--- src/rtl/qpu_exu_disp_sb.sv ---
// QPU dispatch stage with OITF/MOITF scoreboard and a registered output stage.
// Define QPU_DISP_RET_BYPASS_EN to let a same-cycle retire unblock dispatch.
module qpu_exu_disp_sb #(
  parameter int XLEN        = 32,
  parameter int RFIDX_W     = 5,
  parameter int INFO_W      = 32,
  parameter int PC_W        = 32,
  parameter int TIME_W      = 16,
  parameter int QUBIT_NUM   = 8,
  parameter int NUM_CH      = 2,
  parameter int OITF_DEPTH  = 4,
  parameter int MOITF_DEPTH = 2,
  localparam int CH_W       = (NUM_CH > 1) ? $clog2(NUM_CH) : 1,
  localparam int ITAG_W     = $clog2(OITF_DEPTH),
  localparam int MAW        = $clog2(MOITF_DEPTH)
) (
  input  logic                 clk,
  input  logic                 rst,
  input  logic                 disp_i_valid,
  output logic                 disp_i_ready,
  input  logic [CH_W-1:0]      disp_i_ch,
  input  logic                 disp_i_longp,
  input  logic                 disp_i_rs1en,
  input  logic                 disp_i_rs2en,
  input  logic                 disp_i_rs1x0,
  input  logic                 disp_i_rs2x0,
  input  logic                 disp_i_rdwen,
  input  logic [RFIDX_W-1:0]   disp_i_rs1idx,
  input  logic [RFIDX_W-1:0]   disp_i_rs2idx,
  input  logic [RFIDX_W-1:0]   disp_i_rdidx,
  input  logic [XLEN-1:0]      disp_i_rs1,
  input  logic [XLEN-1:0]      disp_i_rs2,
  input  logic [XLEN-1:0]      disp_i_imm,
  input  logic [INFO_W-1:0]    disp_i_info,
  input  logic [PC_W-1:0]      disp_i_pc,
  input  logic                 disp_i_ntp,
  input  logic                 disp_i_fmr,
  input  logic                 disp_i_measure,
  input  logic                 disp_i_nqf,
  input  logic [TIME_W-1:0]    disp_i_clk,
  input  logic [QUBIT_NUM-1:0] disp_i_qmr,
  output logic                 disp_o_valid,
  input  logic                 disp_o_ready,
  output logic [CH_W-1:0]      disp_o_ch,
  output logic [ITAG_W-1:0]    disp_o_itag,
  output logic [XLEN-1:0]      disp_o_rs1,
  output logic [XLEN-1:0]      disp_o_rs2,
  output logic [XLEN-1:0]      disp_o_imm,
  output logic                 disp_o_rdwen,
  output logic [RFIDX_W-1:0]   disp_o_rdidx,
  output logic [INFO_W-1:0]    disp_o_info,
  output logic [PC_W-1:0]      disp_o_pc,
  output logic [TIME_W-1:0]    disp_o_clk,
  output logic [QUBIT_NUM-1:0] disp_o_qmr,
  output logic                 disp_o_ntp,
  output logic                 disp_o_fmr,
  output logic                 disp_o_measure,
  input  logic                 oitf_ret_ena,
  input  logic                 moitf_ret_ena,
  output logic                 oitf_empty,
  output logic                 oitf_err
);

  localparam logic [ITAG_W-1:0] OITF_PTR_ONE  = ITAG_W'(1);
  localparam logic [MAW-1:0]    MOITF_PTR_ONE = MAW'(1);

  logic [OITF_DEPTH-1:0] oitf_rdwen_r;
  logic [RFIDX_W-1:0]    oitf_rdidx_r [OITF_DEPTH];
  logic [ITAG_W-1:0]     oitf_wptr_r, oitf_rptr_r;
  logic [ITAG_W:0]       oitf_cnt_r;
  logic [QUBIT_NUM-1:0]  moitf_q_r [MOITF_DEPTH];
  logic [MAW-1:0]        moitf_wptr_r, moitf_rptr_r;
  logic [MAW:0]          moitf_cnt_r;
  logic                  oitf_err_r;

  logic [OITF_DEPTH-1:0]  oitf_vld_s;
  logic [MOITF_DEPTH-1:0] moitf_vld_s;
  logic [QUBIT_NUM-1:0]   mq_or_s;
  logic oitf_ret_s, moitf_ret_s, oitf_full_s, moitf_full_s;
  logic raw_s, waw_s, qhaz_s, cond_s, acc_s, oitf_push_s, moitf_push_s;

  // A retire is only honoured when the tracker holds something
  assign oitf_ret_s  = oitf_ret_ena & (|oitf_cnt_r);
  assign moitf_ret_s = moitf_ret_ena & (|moitf_cnt_r);

  // Hazard and capacity evaluation against the start-of-cycle tracker state
  always_comb begin
    oitf_vld_s  = {OITF_DEPTH{1'b0}};
    moitf_vld_s = {MOITF_DEPTH{1'b0}};
    raw_s       = 1'b0;
    waw_s       = 1'b0;
    mq_or_s     = {QUBIT_NUM{1'b0}};
    for (int i = 0; i < OITF_DEPTH; i++) begin
      oitf_vld_s[i] = ({1'b0, ITAG_W'(i) - oitf_rptr_r} < oitf_cnt_r);
    end
    for (int j = 0; j < MOITF_DEPTH; j++) begin
      moitf_vld_s[j] = ({1'b0, MAW'(j) - moitf_rptr_r} < moitf_cnt_r);
    end
`ifdef QPU_DISP_RET_BYPASS_EN
    oitf_vld_s[oitf_rptr_r]   = oitf_vld_s[oitf_rptr_r] & ~oitf_ret_s;
    moitf_vld_s[moitf_rptr_r] = moitf_vld_s[moitf_rptr_r] & ~moitf_ret_s;
    oitf_full_s  = oitf_cnt_r[ITAG_W] & ~oitf_ret_s;
    moitf_full_s = moitf_cnt_r[MAW] & ~moitf_ret_s;
`else
    oitf_full_s  = oitf_cnt_r[ITAG_W];
    moitf_full_s = moitf_cnt_r[MAW];
`endif
    for (int i = 0; i < OITF_DEPTH; i++) begin
      raw_s = raw_s | (oitf_vld_s[i] & oitf_rdwen_r[i] &
              ((disp_i_rs1en & (oitf_rdidx_r[i] == disp_i_rs1idx)) |
               (disp_i_rs2en & (oitf_rdidx_r[i] == disp_i_rs2idx))));
      waw_s = waw_s | (oitf_vld_s[i] & oitf_rdwen_r[i] & disp_i_rdwen &
              (oitf_rdidx_r[i] == disp_i_rdidx));
    end
    for (int j = 0; j < MOITF_DEPTH; j++) begin
      mq_or_s = mq_or_s | (moitf_q_r[j] & {QUBIT_NUM{moitf_vld_s[j]}});
    end
    qhaz_s = disp_i_nqf & (|(disp_i_rs1[QUBIT_NUM-1:0] & mq_or_s));
    cond_s = ~raw_s & ~waw_s & ~qhaz_s & ~(disp_i_longp & oitf_full_s) &
             ~(disp_i_measure & moitf_full_s);
  end

  assign disp_i_ready = cond_s & (~disp_o_valid | disp_o_ready);
  assign acc_s        = disp_i_valid & disp_i_ready;
  assign oitf_push_s  = acc_s & disp_i_longp;
  assign moitf_push_s = acc_s & disp_i_measure;
  assign oitf_empty   = ~(|oitf_cnt_r);
  assign oitf_err     = oitf_err_r;

  // Tracker FIFOs: push on accept, pop on retire, sticky error on empty retire
  always_ff @(posedge clk) begin
    if (rst) begin
      oitf_rdwen_r <= {OITF_DEPTH{1'b0}};
      for (int i = 0; i < OITF_DEPTH; i++) oitf_rdidx_r[i] <= {RFIDX_W{1'b0}};
      for (int j = 0; j < MOITF_DEPTH; j++) moitf_q_r[j] <= {QUBIT_NUM{1'b0}};
      oitf_wptr_r  <= {ITAG_W{1'b0}};
      oitf_rptr_r  <= {ITAG_W{1'b0}};
      oitf_cnt_r   <= {(ITAG_W+1){1'b0}};
      moitf_wptr_r <= {MAW{1'b0}};
      moitf_rptr_r <= {MAW{1'b0}};
      moitf_cnt_r  <= {(MAW+1){1'b0}};
      oitf_err_r   <= 1'b0;
    end else begin
      if (oitf_push_s) begin
        oitf_rdwen_r[oitf_wptr_r] <= disp_i_rdwen;
        oitf_rdidx_r[oitf_wptr_r] <= disp_i_rdidx;
        oitf_wptr_r <= oitf_wptr_r + OITF_PTR_ONE;
      end
      if (oitf_ret_s) oitf_rptr_r <= oitf_rptr_r + OITF_PTR_ONE;
      oitf_cnt_r <= oitf_cnt_r + {{ITAG_W{1'b0}}, oitf_push_s}
                               - {{ITAG_W{1'b0}}, oitf_ret_s};
      if (moitf_push_s) begin
        moitf_q_r[moitf_wptr_r] <= disp_i_rs1[QUBIT_NUM-1:0];
        moitf_wptr_r <= moitf_wptr_r + MOITF_PTR_ONE;
      end
      if (moitf_ret_s) moitf_rptr_r <= moitf_rptr_r + MOITF_PTR_ONE;
      moitf_cnt_r <= moitf_cnt_r + {{MAW{1'b0}}, moitf_push_s}
                                 - {{MAW{1'b0}}, moitf_ret_s};
      oitf_err_r <= oitf_err_r | (oitf_ret_ena & ~(|oitf_cnt_r)) |
                    (moitf_ret_ena & ~(|moitf_cnt_r));
    end
  end

  // Output stage: loads on accept, holds while stalled, drops valid once taken
  always_ff @(posedge clk) begin
    if (rst) begin
      disp_o_valid   <= 1'b0;
      disp_o_ch      <= {CH_W{1'b0}};
      disp_o_itag    <= {ITAG_W{1'b0}};
      disp_o_rs1     <= {XLEN{1'b0}};
      disp_o_rs2     <= {XLEN{1'b0}};
      disp_o_imm     <= {XLEN{1'b0}};
      disp_o_rdwen   <= 1'b0;
      disp_o_rdidx   <= {RFIDX_W{1'b0}};
      disp_o_info    <= {INFO_W{1'b0}};
      disp_o_pc      <= {PC_W{1'b0}};
      disp_o_clk     <= {TIME_W{1'b0}};
      disp_o_qmr     <= {QUBIT_NUM{1'b0}};
      disp_o_ntp     <= 1'b0;
      disp_o_fmr     <= 1'b0;
      disp_o_measure <= 1'b0;
    end else if (acc_s) begin
      disp_o_valid   <= 1'b1;
      disp_o_ch      <= disp_i_ch;
      disp_o_itag    <= disp_i_longp ? oitf_wptr_r : {ITAG_W{1'b0}};
      disp_o_rs1     <= disp_i_rs1 & {XLEN{~disp_i_rs1x0}};
      disp_o_rs2     <= disp_i_rs2 & {XLEN{~disp_i_rs2x0}};
      disp_o_imm     <= disp_i_imm;
      disp_o_rdwen   <= disp_i_rdwen;
      disp_o_rdidx   <= disp_i_rdidx;
      disp_o_info    <= disp_i_info;
      disp_o_pc      <= disp_i_pc;
      disp_o_clk     <= disp_i_clk & {TIME_W{disp_i_ntp}};
      disp_o_qmr     <= disp_i_qmr & {QUBIT_NUM{disp_i_fmr}};
      disp_o_ntp     <= disp_i_ntp;
      disp_o_fmr     <= disp_i_fmr;
      disp_o_measure <= disp_i_measure;
    end else if (disp_o_ready) begin
      disp_o_valid <= 1'b0;
    end
  end

endmodule

--- config.mk ---
export PLATFORM = sky130hd
export DESIGN_NAME = qpu_exu_disp_sb
export DESIGN_NICKNAME = d
export VERILOG_FILES = /design/src/rtl/qpu_exu_disp_sb.sv
export SDC_FILE = /design/constraint.sdc
export NUM_CORES = 1
export LEC_CHECK = 0
export CORE_UTILIZATION = 41
export DETAILED_ROUTE_END_ITERATION = 8
export PLACE_DENSITY_LB_ADDON = 0.15
export SLEW_MARGIN = 20
export SYNTH_ARGS = -nofsm -noshare
export SYNTH_HDL_FRONTEND = slang
export SYNTH_SLANG_ARGS = --single-unit
--- constraint.sdc ---
create_clock -name clk -period 3.55 [get_ports clk]
set_clock_uncertainty 0.2 [all_clocks]
set_input_delay 0.8875 -clock clk [delete_from_list [all_inputs] [get_ports clk]]
set_output_delay 0.8875 -clock clk [all_outputs]
set_load 0.01 [all_outputs]
==> flow_summary.toml, run 1 <==
[logic_synthesis]
synth_fp_nets = 1457
synth_seq_cells = 249
synth_top_family_by_area = "simple AND/OR/NAND/NOR gates"
synthAdderAreaFrac_pct = 1.44
synth_async_sr_flop_share_pct = 0
synthTopCellsByArea = "dfxtp_1, edfxtp_1, mux2i_1"
synth_ff_type = "dfxtp_1"
netlist.top_cell.by_area = "dfxtp_1"
synth_cells = 1228
synth-xor-area-share_pct = 5.04
synth_mux_area_share_pct = 8.34
synth.yosys.seq_area_share_pct = 45.2
yosys.area_share.simple_pct = 21.7
ys_warn_count = 0
synth_compound_area_share_pct = 13.1
synth_edf_count = 36
synth_top_area_share_pct = 36.1
synth.most_common_cell = "dfxtp_1"
synthDistinctLibCells = 44
synth_area_per_cell_sq_um = 9.63
synthTopCellsByCount = "dfxtp_1, a21oi_1, nand4_1"
synth_area_sq_um = 11800

[worst_setup_path]
worstPathRequired_ps = 2460
cp_max_fo = 3
crit_type = "in2out"
cp-start-kind = "input pin"
cp-end-kind = "output pin"
cp.arrival_ps = 2590

[clock_tree]
root_buffer = "clkbuf_16"
cts.path.max_buffers = 3
clock_latency_ps = 530
cts_tree = "done"
cts_buffers = 28
clkSinkCount = 249
hold_buffers = 0
htree_levels = 1
clk_pin_slew_worst_paths_ps = 60

[detailed_routing]
drt_iter0_drc = 828
avgRoutedWirePerCell_um = 18.7
num_vias = 11000
vias_per_cell = 5.42
route.detailed.drc = 0
drtPass1Iterations = 7
postRouteAntennaNets = 0
routed_wirelength_um = 37900

[floorplanning]
ios = 416
die_w_um = 172
initial_utilization_pct = 42.1
dieHeight_um = 172
fp.coreArea_sq_um = 28100
rows = 61
die_area_sq_um = 29500

[sta]
grt_setup_unrepaired = "yes"
post-route-min-period_ps = 3680
worst_slack_ps = -127
slew_headroom_pct = 48.3
worst_pin_slew_ps = 776
hold_ws_ps = 267
hold_violations = 0
max_freq_mhz = 272
setup_viol = 3
fin_crit_sh_pct = 104
drv_slew = 0

[grt]
grt_pass1_wl_um = 57000
grt_pass1_vias = 10800
grt_max_degree = 131
antenna_found_initial = 1
overflow = 0
grt_use_total_pct = 24.1

[place]
io_buffers = 415
gp_congestion = 0.857
pre_cts_ws_ps = -885
hpwl_um = 25100
dpl.cell_count = 1968

[power]
pwr-share-seq_pct = 35.0
power_density_nw_per_um2 = 564
switching_share_pct = 33.0
combPwrFrac_pct = 36.9
p_int_uw = 6730
p_switching_uw = 3320
irDropWorstVdd_mv = 0.540
p_leak_uw = 0.00661
clkPwrFrac_pct = 28.1

[cells_and_area]
area_delta_synth_final_pct = 50.8
drive_gt1_share_pct = 14.3
stdcell_count = 2028
nets = 1856

[min_path]
hp-class = "reg2reg"

[status]
status = "finished with violations"
violations = "negative setup slack"

[job]
drv_cap = 0
power groups by stage:
stage | logic, uW | clock network, uW | registers (uW)
after floorplan | 1820 | 0 | 3660
after global placement | 3480 | 0 | 3550
after detailed placement | 3510 | 0 | 3560
after CTS | 3540 | 2900 | 3510
after global routing | 3980 | 3010 | 3560
final | 3710 | 2820 | 3520
cells by family (layout without fill, tap and decap cells):
kind of cell | after synthesis | count (layout)
flops | 249 | 249
buf+inv | 145 | 566
fa+ha+maj | 13 | 13
xor+xnor | 68 | 68
simple gates | 411 | 411
mux | 98 | 98
compound gates | 244 | 244
other cells | 0 | 1
cells in the final DEF (no fill, tap or decap), drive strengths merged, types with 12 or more instances in the layout:
master,Yosys,final
o31ai,104,104
nor4,18,18
a21oi,112,112
or3b,55,55
nand2,34,34
nor2b,13,13
clkbuf,107,41
buf,29,92
nand3b,14,14
dfxtp,213,213
nand2b,104,104
ha,12,12
xnor2,25,25
nor2,18,18
xor2,43,43
mux2i,94,94
nand3,12,12
clkinv,1,12
nor3,24,24
edfxtp,36,36
nand4,110,110
dlygate4sd2,0,17
clkdlybuf4s50,0,388
worst max-delay path, cell delays in order:
cell and delay [ps]:
dlygate4sd2_1 300, xnor2_1 140, and2_1 160, a32oi_2 210, o22ai_4 110, or4_4 540
nor2_4 130, buf_6 110
what timing repair did:
item                       CTS  global route
pin swaps                   14            15
hold endpoints to repair     0             0
buffers inserted             3             4
setup endpoints to repair   51            13
resized for setup           44            35
metal layers:
layer	routed length, um	share of wire (%)	vias to the layer above	global-route usage [%]
met1	15300	40	5241	30.0
met2	18500	49	374	40.3
met3	2730	7.2	81	5.91
li1	-	-	5293	-
met5	0	0	-	0
met4	1310	3.5	0	9.00
flip-flops by register name, summed over array words and instances, names as in the netlist, 2 cells and up:
register	flops
disp_o_info	32
disp_o_clk	16
oitf_rdidx_r	20
oitf_rptr_r	2
oitf_wptr_r	2
oitf_cnt_r	3
disp_o_itag	2
disp_o_rs1	32
disp_o_rdidx	5
disp_o_rs2	32
moitf_q_r	16
disp_o_pc	32
oitf_rdwen_r	4
disp_o_qmr	8
disp_o_imm	32
moitf_cnt_r	2
worst paths after layout:
kind	from	endpoint	slack (ps)	cells after the start
worst max-delay path	disp_i_rs1idx[1]	disp_i_ready	-130	8
worst min-delay path	disp_o_imm[16]$_SDFFE_PP0N_	disp_o_imm[16]$_SDFFE_PP0N_	270	2
worst max register to register	oitf_rptr_r[1]$_SDFFE_PP0P_	oitf_cnt_r[1]$_SDFF_PP0_	10	17
worst min register to register	disp_o_imm[16]$_SDFFE_PP0N_	disp_o_imm[16]$_SDFFE_PP0N_	270	2
cell type report:
| class | instances | area [sq um] |
|---|---|---|
| well taps | 378 | 473 |
| diodes | 1 | 2.50 |
| clock inverters | 13 | 86.3 |
| fillers | 2415 | 10300 |
| inverters | 9 | 33.8 |
| flip-flops and latches | 249 | 5350 |
| clock buffers | 39 | 813 |
| repair buffers | 505 | 4960 |
| multi-input cells | 834 | 6110 |
stage by stage:
step	instance area [sq um]	total power [uW]	TNS, ps	util (%)
finish	17800	10000	-168	63.5
CTS	17600	9950	-220	62.8
global placement	16700	7030	-96270	59.4
global route	17800	10500	-496	63.5
detailed placement	16700	7070	-111410	59.4
floorplan	11800	5490	-9.62	-
No activity file was read; power rests on OpenSTA's default activity.
==> inputs of run 2 (changes only) <==
--- a/config.mk
+++ b/config.mk
@@ -5,7 +5,9 @@
 export SDC_FILE = /design/constraint.sdc
 export NUM_CORES = 1
 export LEC_CHECK = 0
+export ABC_AREA = 0
 export CORE_UTILIZATION = 41
+export CTS_CLUSTER_SIZE = 28
 export DETAILED_ROUTE_END_ITERATION = 8
 export PLACE_DENSITY_LB_ADDON = 0.15
 export SLEW_MARGIN = 20
==> results of run 2 <==
The final DEF is identical to that of run 1; final timing and power are the same.
==> inputs of run 3 (changes only) <==
--- a/config.mk
+++ b/config.mk
@@ -7,7 +7,6 @@
 export LEC_CHECK = 0
 export ABC_AREA = 0
 export CORE_UTILIZATION = 41
-export CTS_CLUSTER_SIZE = 28
 export DETAILED_ROUTE_END_ITERATION = 8
 export PLACE_DENSITY_LB_ADDON = 0.15
 export SLEW_MARGIN = 20
==> results of run 3 <==
The final DEF is identical to that of run 1; final timing and power are the same.
